===== config.mk =====
export PLATFORM = sky130hd
export DESIGN_NAME = uart_cmd_responder
export DESIGN_NICKNAME = d
export VERILOG_FILES = /design/src/rtl/uart_cmd_responder.sv
export SDC_FILE = /design/constraint.sdc
export NUM_CORES = 1
export LEC_CHECK = 0
export BUFFER_PORTS_ARGS = -buffer_cell sky130_fd_sc_hd__buf_4
export CORE_AREA = 2 2 92 72
export DETAILED_ROUTE_END_ITERATION = 7
export DIE_AREA = 0 0 94 74
export PLACE_DENSITY = 0.65
export SLEW_MARGIN = 30
export SYNTH_ARGS = -nofsm -noshare
export SYNTH_HDL_FRONTEND = slang
export SYNTH_SLANG_ARGS = --single-unit

===== constraint.sdc =====
create_clock -name CLK -period 3.7 [get_ports CLK]
set_input_delay 0.185 -clock CLK [delete_from_list [all_inputs] [get_ports CLK]]
set_output_delay 0.185 -clock CLK [all_outputs]
set_load 0.02 [all_outputs]

===== src/rtl/uart_cmd_responder.sv =====
// UART command endpoint: parses ping / register read / register write frames from the host
// and answers each command or aborted frame with exactly one response byte.
module uart_cmd_responder #(
  parameter int unsigned TIMEOUT  = 27000,
  parameter logic [7:0]  ACK_BYTE = 8'h06,
  parameter logic [7:0]  NAK_BYTE = 8'h15
) (
  input  logic       CLK,
  input  logic       RST,
  input  logic [7:0] RX_DATA,
  input  logic       RX_READY,
  output logic [7:0] TX_DATA,
  output logic       TX_READY,
  input  logic       TX_IDLE,
  output logic [7:0] REG_ADDR,
  output logic [7:0] REG_WDATA,
  output logic       REG_WE,
  output logic       REG_RE,
  input  logic [7:0] REG_RDATA,
  output logic       BUSY,
  output logic       ERR
);

  localparam int unsigned         CntW    = (TIMEOUT > 2) ? $clog2(TIMEOUT) : 1;
  localparam logic [CntW-1:0]     TmoLast = CntW'(TIMEOUT - 1);
  localparam logic [7:0]          OpPing  = 8'h50;
  localparam logic [7:0]          OpRead  = 8'h52;
  localparam logic [7:0]          OpWrite = 8'h57;

  typedef enum logic [2:0] {
    S_OP,
    S_ADDR,
    S_DATA,
    S_RD,
    S_TX,
    S_TXACK
  } state_e;

  state_e          r_state;
  logic            r_rx_q;
  logic            r_is_rd;
  logic [7:0]      r_resp;
  logic [CntW-1:0] r_tmo;

  logic            w_rx_strobe;
  logic            w_tmo_hit;

  // A level held high for several cycles still counts as a single byte.
  assign w_rx_strobe = RX_READY & ~r_rx_q;
  assign w_tmo_hit   = (r_tmo == TmoLast);
  assign BUSY        = (r_state != S_OP);

  always_ff @(posedge CLK) begin
    if (!RST) begin
      r_state   <= S_OP;
      r_rx_q    <= 1'b0;
      r_is_rd   <= 1'b0;
      r_resp    <= 8'h00;
      r_tmo     <= '0;
      TX_DATA   <= 8'h00;
      TX_READY  <= 1'b0;
      REG_ADDR  <= 8'h00;
      REG_WDATA <= 8'h00;
      REG_WE    <= 1'b0;
      REG_RE    <= 1'b0;
      ERR       <= 1'b0;
    end else begin
      r_rx_q <= RX_READY;
      REG_WE <= 1'b0;
      REG_RE <= 1'b0;
      ERR    <= 1'b0;
      r_tmo  <= '0;

      case (r_state)
        S_OP: begin
          if (w_rx_strobe) begin
            case (RX_DATA)
              OpPing: begin
                r_resp  <= OpPing;
                r_state <= S_TX;
              end
              OpRead: begin
                r_is_rd <= 1'b1;
                r_state <= S_ADDR;
              end
              OpWrite: begin
                r_is_rd <= 1'b0;
                r_state <= S_ADDR;
              end
              default: begin
                r_resp  <= NAK_BYTE;
                ERR     <= 1'b1;
                r_state <= S_TX;
              end
            endcase
          end
        end

        S_ADDR: begin
          // A byte arriving on the timeout cycle wins over the abort.
          if (w_rx_strobe) begin
            REG_ADDR <= RX_DATA;
            if (r_is_rd) begin
              REG_RE  <= 1'b1;
              r_state <= S_RD;
            end else begin
              r_state <= S_DATA;
            end
          end else if (w_tmo_hit) begin
            r_resp  <= NAK_BYTE;
            ERR     <= 1'b1;
            r_state <= S_TX;
          end else begin
            r_tmo <= r_tmo + 1'b1;
          end
        end

        S_DATA: begin
          if (w_rx_strobe) begin
            REG_WDATA <= RX_DATA;
            REG_WE    <= 1'b1;
            r_resp    <= ACK_BYTE;
            r_state   <= S_TX;
          end else if (w_tmo_hit) begin
            r_resp  <= NAK_BYTE;
            ERR     <= 1'b1;
            r_state <= S_TX;
          end else begin
            r_tmo <= r_tmo + 1'b1;
          end
        end

        S_RD: begin
          if (w_rx_strobe) begin
            ERR <= 1'b1;
          end
          // Read data is valid in the cycle after the REG_RE cycle.
          if (!REG_RE) begin
            r_resp  <= REG_RDATA;
            r_state <= S_TX;
          end
        end

        S_TX: begin
          if (w_rx_strobe) begin
            ERR <= 1'b1;
          end
          if (TX_IDLE) begin
            TX_DATA  <= r_resp;
            TX_READY <= 1'b1;
            r_state  <= S_TXACK;
          end
        end

        S_TXACK: begin
          if (w_rx_strobe) begin
            ERR <= 1'b1;
          end
          if (!TX_IDLE) begin
            TX_READY <= 1'b0;
            r_state  <= S_OP;
          end
        end

        default: begin
          TX_READY <= 1'b0;
          r_state  <= S_OP;
        end
      endcase
    end
  end

endmodule


==> Yosys cells after proc, flatten, opt, wreduce, memory -nomap -nowiden <==
Index checks and enable logic that the tools add are counted.
{ "totals": {"out_inout_bits": 29, "in_bits": 20, "word_cells": 80, "reg_bits": 56} }
{ "classes": {"n_mux": 28, "reduce_logical": 19, "n_eq_ne": 15, "addsub": 1, "bitwise_logic": 5} }
{ "op_table": {"columns": ["cell", "n"], "rows": [
  ["$mux W8", 5],
  ["$pmux W8 S4", 1],
  ["$eq A8 B7 Y1 const B", 3],
  ["$mux W3", 8],
  ["$pmux W3 S6", 1],
  ["$pmux W8 S2", 1],
  ["$add A15 B1 Y15 const B", 1],
  ["$eq A15 B15 Y1 const B", 1],
  ["$ne A2 B2 Y1 const B", 6],
  ["$mux W1", 9],
  ["$reduce_and A3 Y1", 3],
  ["$reduce_and A2 Y1", 4],
  ["$reduce_or A4 Y1", 2],
  ["$eq A3 B2 Y1 const B", 2],
  ["$eq A3 B3 Y1 const B", 2],
  ["$pmux W1 S3", 2],
  ["$reduce_or A3 Y1", 2],
  ["$reduce_and A5 Y1", 1],
  ["$not A1 Y1", 4],
  ["$reduce_and A4 Y1", 1],
  ["$reduce_bool A4 Y1", 1],
  ["$reduce_or A2 Y1", 2],
  ["$eq A3 B1 Y1 const B", 1],
  ["$logic_not A3 Y1", 1],
  ["4 further kinds", 4]
]} }

==> Logic depth before layout (Yosys ltp) <==
{ "logic_depth": {"ltp_word": 5, "ltp_mapped": 7, "depth_no_buf": 6} }

==> Worst setup path before layout <==
No wires, ideal clock.
{ "synth_path": {"kind": "reg-to-reg", "from": "reg r_tmo[3]", "to": "reg r_tmo[10]", "period_less_slack_ns": 1.911, "path_buffers": 1, "required_time_ns": 3.585, "stages_incl_launch_ff": 7, "arrival_time_ns": 1.796, "setup_slack_ns": 1.789, "setup_time_ns": 0.115, "cell_sequence": "dfxtp_1 > or4b_4 > nor4_4 > nor3_1 > nand2_2 > buf_6 > nor2_1"} }
{ "synth_between": {"elab_chain_len": 2, "word_cells_on_any_way": 3, "cone_classes": "1 x add/sub; 1 x eq/ne; 1 x reduce/logical"} }
{ "synth_lines": {"columns": ["element", "line", "rtl"], "rows": [
  ["from (decl)", "43", "logic [CntW-1:0] r_tmo;"],
  ["from (signal assigned)", "114", "r_tmo <= r_tmo + 1'b1;"],
  ["from (signal assigned)", "129", "r_tmo <= r_tmo + 1'b1;"],
  ["parallel branches: the longest is 2 deep, another holds $add A15 B1 Y15", null, null]
]} }
Parallel ways; which one is timed is not known.
A chain may end at the register's enable or synchronous reset.

==> Worst setup path in the final report <==
{ "layout_path": {"from": "reg r_state[1]", "to": "reg r_tmo[14]"} }
{ "layout_between": {"elab_chain_len": 4, "word_cells_on_any_way": 5, "cone_classes": "2 x eq/ne; 1 x bitwise; 2 x reduce/logical"} }
{ "layout_lines": {"columns": ["element", "line", "rtl"], "rows": [
  ["from (decl)", "39", "state_e r_state;"],
  ["from (signal assigned)", "55", "r_state <= S_OP;"],
  ["from (signal assigned)", "80", "r_state <= S_TX;"],
  ["from (signal assigned)", "84", "r_state <= S_ADDR;"],
  ["$eq A3 B2 Y1 or $eq A3 B1 Y1 (tied branches)", "74", "case (r_state)"],
  ["$reduce_or A2 Y1 (no source line) *", null, null],
  ["$not A1 Y1 (no source line) *", null, null],
  ["$reduce_or A4 Y1 (no source line) *", null, null]
]} }
Every way passes the cells marked *; elsewhere a longest branch is shown, timed or not.

==> run metrics <==
status complete, no violations; Post-CTS Setup Bufs 0; final hold vios 0; Yosys top cell area share 0.426; pre-CTS setup slack 1.05 ns; Max IR drop VDD 0.172 mV; actual slew at the worst max-slew pin about 0.84 ns; # nets final 380; Netlist cell types 48; drt drc 0; power per cell area approximately 350 nW/um^2; Startpoint Class register; largest family of logic cells by synthesized area simple AND/OR/NAND/NOR gates; metal3 WL 445 um; Die W between 90 and 100 um; Max Freq around 370 MHz; DR vias about 2.3k; Yosys warning count 0; most common cell in the netlist nand2_1; WL met2 2400 um; initial drt markers ~160; WP data required 3.95 ns; Synth async-reset ratio 0; Arr. time, crit path between 2 and 3 ns; R2R setup slack 1.01 ns; Final Power 1.10 mW; final WL approximately 6200 um; post-layout minimum cycle time between 2 and 3 ns; TritonCTS clock tree yes; clock-pin transition on the worst setup and hold timing paths about 0.11 ns; max-cap violations 0; Syn Inst Count about 320; simple-gate share of the synthesized area 0.293; Synth top cells by count nand2_1 (66), dfxtp_1 (56), nor2_1 (25); clock sinks 56; input/output buffers 48; largest net degree at the start of global routing between 40 and 50; XOR/XNOR Fraction of Synth Area 0.0466; post-DR wirelength/cell approximately 14 um; Synthesized Nets between 300 and 400; Setup CP Type reg -> reg; CP endpoint kind register; clk_lat worst skew 0.31 ns; hold worst-path end r_resp[3]$_SDFFE_PN0P_; period utilization 0.727; Num CTS Buffers 5; drt first pass iters 4; Yosys reg bits 56; clk root buf clkbuf_8; initial core utilization 0.431; setup slack after layout 1.01 ns; worst hold path depth 3; post-synthesis compound-gate area fraction 0.187; die area 6960 sq um; top layer in use met4; hold_sp REG_RDATA[3]; ANT nets after route 0; R2R Path End r_tmo[14]$_SDFF_PP0_; Max Slew Vio Count 0; Reg2Reg Depth 5; Syn Area/Cell about 8.3 sq um; Worst slew margin 0.435; Synth area leader dfxtp_1; H-tree levels 2; GRT Total Usage 0.187; post-DP HPWL 4450 um; wire length of the first global-routing pass approximately 10000 um; unrepaired setup endpoints after global routing no; Layout area overhead 18.5%; Pleak 1.16 nW; post-synthesis sequential area ratio 0.426; total negative slack 0 ns; Setup Skew between 0.007 and 0.008 ns; Post-synth EDFFs 0; CP cell instances or2b_2, o21a_1, nor3_1, nand2_2, nor2_1; IO Pins slightly below 50; number of global-route vias before repair 2093; core area 6100 sq um; post-synthesis mux area share 0.00381; met1 wire length between 3000 and 4000 um; Max clock buf depth 2; Diodes inserted 0; Final GP Congestion 0.860; CTS resizes 0; Hold Path Class in -> reg; share of layout cells above drive strength 1 0.194; Via-to-Cell Ratio roughly 5.3; worst r2r src r_state[1]$_SDFFE_PN0P_; fillers between 500 and 600; hold buffer count at cts 0; Final setup viols 0; die height between 70 and 80 um; initial antenna violation count 0; global route overflow 0; Critical Path Max Stage Delay between 0.8 and 0.9 ns; adder-cell area share of the yosys netlist 0.00476; Mapped Area roughly 2600 sq um; slowest cell on the critical path dfxtp_1; Rows 25; Critical Path Fanout Max 23; top cells by area, synth dfxtp_1 (43%), nand2_1 (9.4%), a21boi_0 (6.9%); Top FF cell, synth dfxtp_1
[critical path, delay by kind of cell (launching register included)]
| family | cells | cell delay (ns) |
|---|---|---|
| compound gates | 1 | 0.19 |
| simple gates | 4 | 1.59 |
| flops | 1 | 0.84 |
[through the flow]
step	util	hold slack, ns	instances	cell area, sq um
floorplan	-	0.302	317	2630
global placement	0.495	0.397	433	3020
finish	0.511	0.0771	441	3120
detailed placement	0.495	0.397	433	3020
CTS	0.510	0.0677	441	3110
global route	0.511	0.0724	441	3120
[sequential cells by signal (all words and copies together) (netlist names)]
name and flops:
REG_WE 1, r_resp 8, ERR 1, r_tmo 15, TX_READY 1, REG_ADDR 8, REG_RE 1, r_rx_q 1
REG_WDATA 8, r_state 3, TX_DATA 8, r_is_rd 1
[logic make-up after synthesis]
logic type | count (synthesis)
XOR/XNOR | 14
buffers and inverters | 19
AND/OR/NAND/NOR | 156
flip-flops | 56
adder cells (fa/ha/maj) | 1
AO/OA/AOI/OAI | 70
multiplexers | 1
[layout by cell type (no fill, tap or decap), types with 3 or more instances in the layout]
cell type / netlist / layout
a31oi_1: 4 / 4
nand4b_1: 3 / 3
nand3_1: 21 / 21
a21boi_0: 24 / 24
buf_4: 1 / 49
nor3_1: 5 / 4
o211ai_1: 3 / 3
nor3b_1: 4 / 4
a32oi_1: 3 / 3
and3_1: 3 / 3
nand4_1: 4 / 4
nand2_1: 66 / 66
a21oi_1: 10 / 10
o21ai_0: 11 / 11
dfxtp_1: 56 / 56
clkbuf_8: 1 / 5
nor2_1: 25 / 25
inv_1: 5 / 5
xor2_1: 8 / 8
o211a_1: 3 / 3
nor2b_1: 4 / 4
and2_1: 5 / 5
nand2b_1: 3 / 3
xnor2_1: 6 / 6
[power breakdown]
part	switching, mW	internal [mW]	leakage (nW)
combinational	0.0721	0.0551	0.670
clock	0.207	0.135	0.0404
sequential	0.0173	0.615	0.453
total	0.297	0.804	1.16
[layout make-up]
| cell class | count | area [sq um] | area share |
|---|---|---|---|
| multi-input cells | 242 | 1410 | 0.454 |
| clock inverters | 3 | 23.8 | 0.00763 |
| well taps | 81 | 101 | 0.0325 |
| inverters | 5 | 18.8 | 0.00602 |
| flip-flops and latches | 56 | 1120 | 0.360 |
| clock buffers | 5 | 68.8 | 0.0221 |
| repair buffers | 49 | 368 | 0.118 |
[worst max-delay path by stage]
stage / start / to / slack (ns) / cells past startpoint
6_report: r_state[1]$_SDFFE_PN0P_ / r_tmo[14]$_SDFF_PP0_ / 1.01 / 5
4_1_cts: r_state[1]$_SDFFE_PN0P_ / r_tmo[10]$_SDFF_PP0_ / 1.02 / 5
3_3_place_gp: r_state[1]$_SDFFE_PN0P_ / r_tmo[8]$_SDFF_PP0_ / 1.19 / 5
3_5_place_dp: r_state[1]$_SDFFE_PN0P_ / r_tmo[8]$_SDFF_PP0_ / 1.05 / 5
5_1_grt: r_state[1]$_SDFFE_PN0P_ / r_tmo[7]$_SDFF_PP0_ / 0.84 / 5
2_1_floorplan: r_tmo[3]$_SDFF_PP0_ / r_tmo[10]$_SDFF_PP0_ / 1.79 / 6
[routing by layer]
layer,vias up,track usage
met5,-,0
li1,1185,-
met3,4,0.0456
met1,1063,0.301
met4,0,0.0580
met2,70,0.241
No activity file was read; power rests on OpenSTA's default activity.
